===== src/rtl/fir_lms_update.sv =====
// fir_lms_update: LMS error/adaptation stage; pairs y with d, updates w[] and streams new taps in order.
module fir_lms_update #(
    parameter int MAX_TAPS = 16
) (
    input  logic               clk,
    input  logic               rst,
    input  logic [31:0]        tap_count_i,
    input  logic [4:0]         mu_shift_i,
    input  logic               adapt_en_i,
    input  logic               clear_coeffs_i,
    input  logic signed [31:0] x_data_i,
    input  logic               x_valid_i,
    input  logic signed [31:0] y_data_i,
    input  logic               y_valid_i,
    input  logic signed [31:0] d_data_i,
    input  logic               d_valid_i,
    output logic signed [31:0] error_out_o,
    output logic               error_valid_o,
    output logic signed [31:0] coeff_out_o,
    output logic               coeff_out_valid_o,
    input  logic               coeff_out_ready_i,
    output logic               coeff_first_o,
    output logic               busy_o,
    output logic               overrun_o
);
    localparam int AW = $clog2(MAX_TAPS);
    localparam int KW = AW + 1;
    typedef enum logic {IDLE, UPDATE} state_t;
    state_t             state_q;
    logic signed [31:0] w_q [MAX_TAPS];
    logic signed [31:0] hist_q [MAX_TAPS];
    logic [AW-1:0]      wr_ptr_q;
    logic signed [31:0] y_pend_q, d_pend_q, err_q, coeff_q;
    logic               y_have_q, d_have_q, err_valid_q, coeff_valid_q, coeff_first_q, overrun_q;
    logic [KW-1:0]      taps_q, k_q;
    logic [4:0]         mu_q;
    logic [KW-1:0]      taps_d;
    logic [AW-1:0]      rd_idx;
    logic signed [63:0] prod;
    logic signed [31:0] err_d, delta_d, w_d;
    logic               pair, free;

    function automatic logic signed [31:0] sat32(input logic signed [63:0] v);
        return (v[63:31] == {33{v[63]}}) ? v[31:0] : (v[63] ? 32'sh8000_0000 : 32'sh7FFF_FFFF);
    endfunction

    always_comb begin
        taps_d  = (tap_count_i == 32'd0 || tap_count_i > 32'(MAX_TAPS)) ? KW'(MAX_TAPS) : tap_count_i[KW-1:0];
        rd_idx  = wr_ptr_q - AW'(1) - k_q[AW-1:0];
        prod    = 64'(err_q) * 64'(hist_q[rd_idx]);
        delta_d = sat32(prod >>> mu_q);
        w_d     = sat32(64'(w_q[k_q[AW-1:0]]) + 64'(delta_d));
        err_d   = sat32(64'(d_pend_q) - 64'(y_pend_q));
        pair    = y_have_q && d_have_q;
        free    = !coeff_valid_q || coeff_out_ready_i;
    end

    always_ff @(posedge clk) begin
        if (rst) begin
            state_q       <= IDLE;
            for (int i = 0; i < MAX_TAPS; i++) begin
                w_q[i]    <= '0;
                hist_q[i] <= '0;
            end
            wr_ptr_q      <= '0;
            y_pend_q      <= '0;
            d_pend_q      <= '0;
            err_q         <= '0;
            coeff_q       <= '0;
            y_have_q      <= 1'b0;
            d_have_q      <= 1'b0;
            err_valid_q   <= 1'b0;
            coeff_valid_q <= 1'b0;
            coeff_first_q <= 1'b0;
            overrun_q     <= 1'b0;
            taps_q        <= '0;
            k_q           <= '0;
            mu_q          <= '0;
        end else begin
            err_valid_q <= 1'b0;
            if (state_q == IDLE) begin
                if (x_valid_i) begin
                    hist_q[wr_ptr_q] <= x_data_i;
                    wr_ptr_q         <= wr_ptr_q + AW'(1);
                end
                if (clear_coeffs_i)
                    for (int i = 0; i < MAX_TAPS; i++) w_q[i] <= '0;
                if (pair) begin
                    err_q       <= err_d;
                    err_valid_q <= 1'b1;
                    y_have_q    <= 1'b0;
                    d_have_q    <= 1'b0;
                    if (y_valid_i || d_valid_i) overrun_q <= 1'b1;
                    if (adapt_en_i) begin
                        taps_q  <= taps_d;
                        mu_q    <= mu_shift_i;
                        k_q     <= '0;
                        state_q <= UPDATE;
                    end
                end else begin
                    if (y_valid_i) begin
                        y_pend_q <= y_data_i;
                        y_have_q <= 1'b1;
                        if (y_have_q) overrun_q <= 1'b1;
                    end
                    if (d_valid_i) begin
                        d_pend_q <= d_data_i;
                        d_have_q <= 1'b1;
                        if (d_have_q) overrun_q <= 1'b1;
                    end
                end
            end else begin
                if (x_valid_i || y_valid_i || d_valid_i) overrun_q <= 1'b1;
                // k counts beats issued; k==taps with a free register means the last beat was taken
                if (free) begin
                    if (k_q == taps_q) begin
                        coeff_valid_q <= 1'b0;
                        coeff_first_q <= 1'b0;
                        state_q       <= IDLE;
                    end else begin
                        w_q[k_q[AW-1:0]] <= w_d;
                        coeff_q          <= w_d;
                        coeff_valid_q    <= 1'b1;
                        coeff_first_q    <= (k_q == '0);
                        k_q              <= k_q + KW'(1);
                    end
                end
            end
        end
    end

    assign error_out_o       = err_q;
    assign error_valid_o     = err_valid_q;
    assign coeff_out_o       = coeff_q;
    assign coeff_out_valid_o = coeff_valid_q;
    assign coeff_first_o     = coeff_first_q;
    assign busy_o            = (state_q == UPDATE);
    assign overrun_o         = overrun_q;
endmodule

===== config.mk =====
export PLATFORM = sky130hd
export DESIGN_NAME = fir_lms_update
export DESIGN_NICKNAME = d
export VERILOG_FILES = /design/src/rtl/fir_lms_update.sv
export SDC_FILE = /design/constraint.sdc
export NUM_CORES = 2
export LEC_CHECK = 0
export CELL_PAD_IN_SITES_DETAIL_PLACEMENT = 1
export CELL_PAD_IN_SITES_GLOBAL_PLACEMENT = 1
export CORE_UTILIZATION = 45
export DETAILED_ROUTE_END_ITERATION = 10
export PLACE_DENSITY_LB_ADDON = 0.1
export SYNTH_ARGS = -nofsm -noshare
export SYNTH_HDL_FRONTEND = slang
export SYNTH_SLANG_ARGS = --single-unit

===== constraint.sdc =====
create_clock -name clk -period 20.4 [get_ports clk]
set_input_delay 3.06 -clock clk [delete_from_list [all_inputs] [get_ports clk]]
set_output_delay 3.06 -clock clk [all_outputs]
set_load 0.02 [all_outputs]

Word level (Yosys, flattened, before mapping)
Memory sizes are Yosys's and may differ from the RTL's. A register that Yosys moved wholly into a read port is not among the register bits.
Index checks and enable logic that the tools add are counted.
Widths: inputs -> output; s select.
- $lt $le $gt $ge: 1
- reductions and logical operators: 27
- muxes and demuxes: 69
- bitwise logic cells: 19
- multiply operators: 1
- shift operators: 1
- add/subtract/negate cells: 6
- eq/ne operators: 8
- operators with widths (operator ; number):
    $mux 32 ; 24
    $eq 32x32->1 ; 3
    $mul 32x32->64 ; 1
    $reduce_or 32->1 ; 2
    $sshr 64x5->64 ; 1
    $mux 1 ; 35
    $add 32x32->33 ; 1
    $sub 32x32->33 ; 1
    $gt 32x5->1 const B ; 1
    $logic_not 32->1 ; 1
    $mux 5 ; 6
    $mux 4 ; 4
    $or 1x1->1 ; 16
    $reduce_and 2->1 ; 6
    $reduce_and 3->1 ; 4
    $reduce_bool 2->1 ; 4
    $add 5x1->5 const B ; 1
    $eq 5x5->1 ; 1
    $logic_not 5->1 ; 1
    $logic_or 1x1->1 ; 5
    $add 4x1->4 const B ; 1
    $ne 2x1->1 const B ; 2
    $reduce_and 4->1 ; 1
    $sub 4x1->4 const B ; 1
    other kinds (7) ; 9
- input port bits: 141
- bits in writable memories: 1024
- register bits after elaboration: 154
- word-level logic and storage cells: 149
- output and inout bits: 69
- memories kept: 2
- memory list (memory ; words ; width ; rd ports ; clocked after memory_dff ; wr ports ; line ; text):
    hist_q ; 16 ; 32 ; 1 ; 0 ; 16 ; 31 ; logic signed [31:0] hist_q [MAX_TAPS];
    w_q ; 16 ; 32 ; 1 ; 1 ; 16 ; 30 ; logic signed [31:0] w_q [MAX_TAPS];

Logic depth before layout (Yosys ltp)
An unclocked memory read counts as a cell.
- depth after elaboration: 11
- gate-level depth with buffers: 70
- mapped depth without buffers: 59

Worst setup path before layout
No wires, ideal clock.
- kind: register to register
- from: register k_q[0]
- to: memory w_q[1][12] (data pin)
- setup slack: 3031 ps
- library setup time: 266 ps
- clock period less this slack: 17369 ps
- data required time: 20134 ps
- arrival time: 17103 ps
- stages on the path, launching flop included: 65
- path buffers: 11
- path through: dfxtp_1 -> inv_1 -> ha_1 -> inv_1 -> fa_1 -> buf_1 -> buf_1 -> buf_1 -> buf_1 -> mux4_2 -> nand2_1 -> a31oi_1 -> clkbuf_1 -> nand2_1 -> inv_1 -> fa_1 -> inv_1 -> fa_1 -> (+29 left out) -> a21o_1 -> a21oi_1 -> o21bai_1 -> a21o_1 -> a21oi_1 -> o311ai_0 -> a31oi_1 -> o31ai_1 -> a211o_1 -> nand3_1 -> a31oi_1 -> clkbuf_1 -> and2_1 -> clkbuf_1 -> clkbuf_1 -> a31oi_1 -> clkbuf_1 -> nor2_1
- RTL lines (what ; line ; text):
    start, declared ; 35 ; logic [KW-1:0] taps_q, k_q;
    start signal, assigned ; 125 ; k_q <= k_q + KW'(1);
    end, declared ; 30 ;

==> flow_metrics.tcl <==
set metrics [dict create \
    finalSetupViolCount 0 \
    fin_skew_ns 0.0660 \
    fmax_ghz 0.0518 \
    port_buffers 209 \
    hp-start "error_out_o[4]" \
    synth_seq_area_share 0.362 \
    cpMaxStageDelayCell "fa_4" \
    antenna_left 0 \
    cts_tree "built" \
    detail_route.wl_per_cell_um 28.4 \
    clk_pin_slew_worst_paths_ns 0.07 \
    r2r_slack_ns 1.09 \
    multiInputGateArea_sq_mm 0.0555 \
    fillers 21559 \
    netlist.area_leader.share 0.328 \
    cts.htree.levels 3 \
    layout_setup_ws_ns 1.09 \
    rows 167 \
    hold_viol 0 \
    postCtsHoldBufs 0 \
    cp_common_cell "fa_1" \
    critPathMaxStageDelay_ns 1.10 \
    path_class "reg -> reg" \
    critPathMaxFanout 32 \
    cts_num_sinks 1182 \
    syn-mean-instance-area_sq_um 11.3 \
    die-area_sq_mm 0.210 \
    cts_root_buffer "clkbuf_16" \
    synthArstFlopShare 0 \
    maxCapViolations 0 \
    globalplace.congestion 0.889 \
    synth.distinct_cells 106 \
    reg2reg_from "k_q[0]" \
    grt_pass1_wl_mm 471 \
    drv_slew 0 \
    vias_per_cell 5.83 \
    regArea_sq_mm 0.0339 \
    setup.worst_path.start_class "flip-flop" \
    drive_gt1_frac 0.110 \
    required_ns 20.87 \
    status "complete, no violations" \
    dp_slack_ns 0.825 \
    area_growth_pct 10.4 \
    synth_ff_type "edfxtp_1" \
    die_h_um 458 \
    dp_hpwl_mm 218 \
    worstPathArrival_ns 19.79 \
    nNetsFinal 9734 \
    worst_pin_slew_ns 1.43 \
    grt_start_max_net_pins 72 \
    vias 64968 \
    cts_buffers 115 \
    finalCritPeriodShare 0.947 \
    ioPinCount 210 \
    synth_area_leaders "edfxtp_1, fa_1, mux4_2" \
    cts_max_path_buffers 3 \
    grt.total_usage 0.304 \
    most-common-layout-cells "fa_1, edfxtp_1, and2_1" \
    final_common_cell "fa_1" \
    rsz0062_at_grt "true" \
    drc 0 \
    antenna_found_initial 22 \
    wl_mm 317 \
    synthesis.area_sq_mm 0.0938 \
    initial_core_util 0.453 \
    firstDrtPassIters 6 \
    synth-seq-cells 1182 \
    startpoint "k_q[0]" \
    coreArea_sq_mm 0.207 \
    insertion_delay_ns 0.78 \
    hp-class "reg -> reg" \
    syn_inst 8327 \
    end_kind "flip-flop" \
    die_w_um 458 \
    relSlewSlack 0.0442 \
    ys_warn_count 0 \
    grt_pass1_vias 71859 \
    syn_nets 9812 \
    yosys.area.top_type "edfxtp_1" \
    grt-ovfl-total 0 \
    synth_edf_count 1024 \
    period_minus_slack_ns 19.31 \
    drt_iter0_drc 5603 \
]
==> synth_stat cells, types with 23 or more instances <==
cell,instances
mux2_2,26
nand3_1,52
mux2i_1,122
o21ai_0,150
nor2_1,694
xor2_1,44
nor2b_1,25
nand2b_1,50
a31oi_1,87
a211oi_1,84
and2_1,1014
dfxtp_1,158
nor3_1,44
ha_1,259
o21ai_1,24
buf_2,33
mux4_2,305
nand2_1,983
a21oi_1,243
clkbuf_1,490
fa_1,1085
nand4_1,23
and3_1,27
o21a_1,23
buf_1,57
edfxtp_1,1024
a21o_1,68
xnor2_1,85
inv_1,770
==> area by class of cell <==
cell class,count,share of cell area
inverters,775,0.0281
diodes,5,0.000121
well taps,2788,0.0337
multi-input cells,5781,0.537
repair buffers,394,0.0345
clock buffers,149,0.0307
clock inverters,69,0.00852
flip-flops and latches,1182,0.328
==> final timing paths <==
check,to,cells after the start
worst max-delay path,w_q[10][19],53
worst min-delay path,error_out_o[4],2
worst max register to register,w_q[10][19],53
worst min register to register,error_out_o[4],2
==> state kept, by name (all words and copies together), names as in the netlist, named ones only <==
| register | count |
|---|---|
| mu_q | 5 |
| y_pend_q | 32 |
| d_have_q | 1 |
| taps_q | 5 |
| d_pend_q | 32 |
| coeff_out_o | 32 |
| k_q | 5 |
| w_q | 512 |
| error_out_o | 32 |
| error_valid_o | 1 |
| wr_ptr_q | 4 |
| coeff_out_valid_o | 1 |
| overrun_o | 1 |
| hist_q | 512 |
| busy_o | 1 |
| coeff_first_o | 1 |
| y_have_q | 1 |
==> cells by family (layout without fill, tap and decap cells) <==
logic type	count (synthesis)	after routing	share of synthesized area
AO/OA/AOI/OAI	859	860	0.0597
XOR/XNOR	130	130	0.0123
adder cells (fa/ha/maj)	1344	1344	0.266
buffers and inverters	1365	1387	0.0557
flip-flops	1182	1182	0.362
multiplexers	454	454	0.0896
other	0	5	0
AND/OR/NAND/NOR	2993	2993	0.155
==> stage by stage <==
| step | setup TNS, ns | util | hold slack, ns | area, sq um | instances |
|---|---|---|---|---|---|
| finish | 0 | 0.500 | 0.456 | 104000 | 11143 |
| global placement | 0 | 0.480 | 0.429 | 99300 | 10917 |
| floorplan | 0 | - | 0.436 | 93800 | 8327 |
| detailed placement | 0 | 0.480 | 0.442 | 99300 | 10917 |
| CTS | 0 | 0.499 | 0.457 | 103000 | 11135 |
| global route | -0.0122 | 0.500 | 0.471 | 104000 | 11140 |
==> what timing repair did <==
item	4_1_cts	5_1_grt
setup buffers	0	2
resized for setup	0	24
endpoints found under the setup margin	0	384
==> per-layer routing <==
| metal | wire, um | vias to the layer above | GRT usage |
|---|---|---|---|
| li1 | - | 27566 | - |
| met1 | 128000 | 34660 | 0.396 |
| met2 | 157000 | 2225 | 0.521 |
| met3 | 20800 | 507 | 0.0423 |
| met4 | 11200 | 10 | 0.0990 |
| met5 | 60 | - | 0 |
==> worst max-delay path: cells and delay by family, from the launching register on <==
kind                       cells  cell delay (ns)
AOI/OAI and AO/OA             20             7.13
adders and majority gates     12             6.52
and+or+nand+nor               11             2.69
buffers and inverters          8             1.53
muxes                          1             0.55
DFF                            1             0.39
xor gates and xnor gates       1             0.11
Power is not shown: default switching activity piles up to over one toggle a cycle in this logic, so the estimate is an artifact.
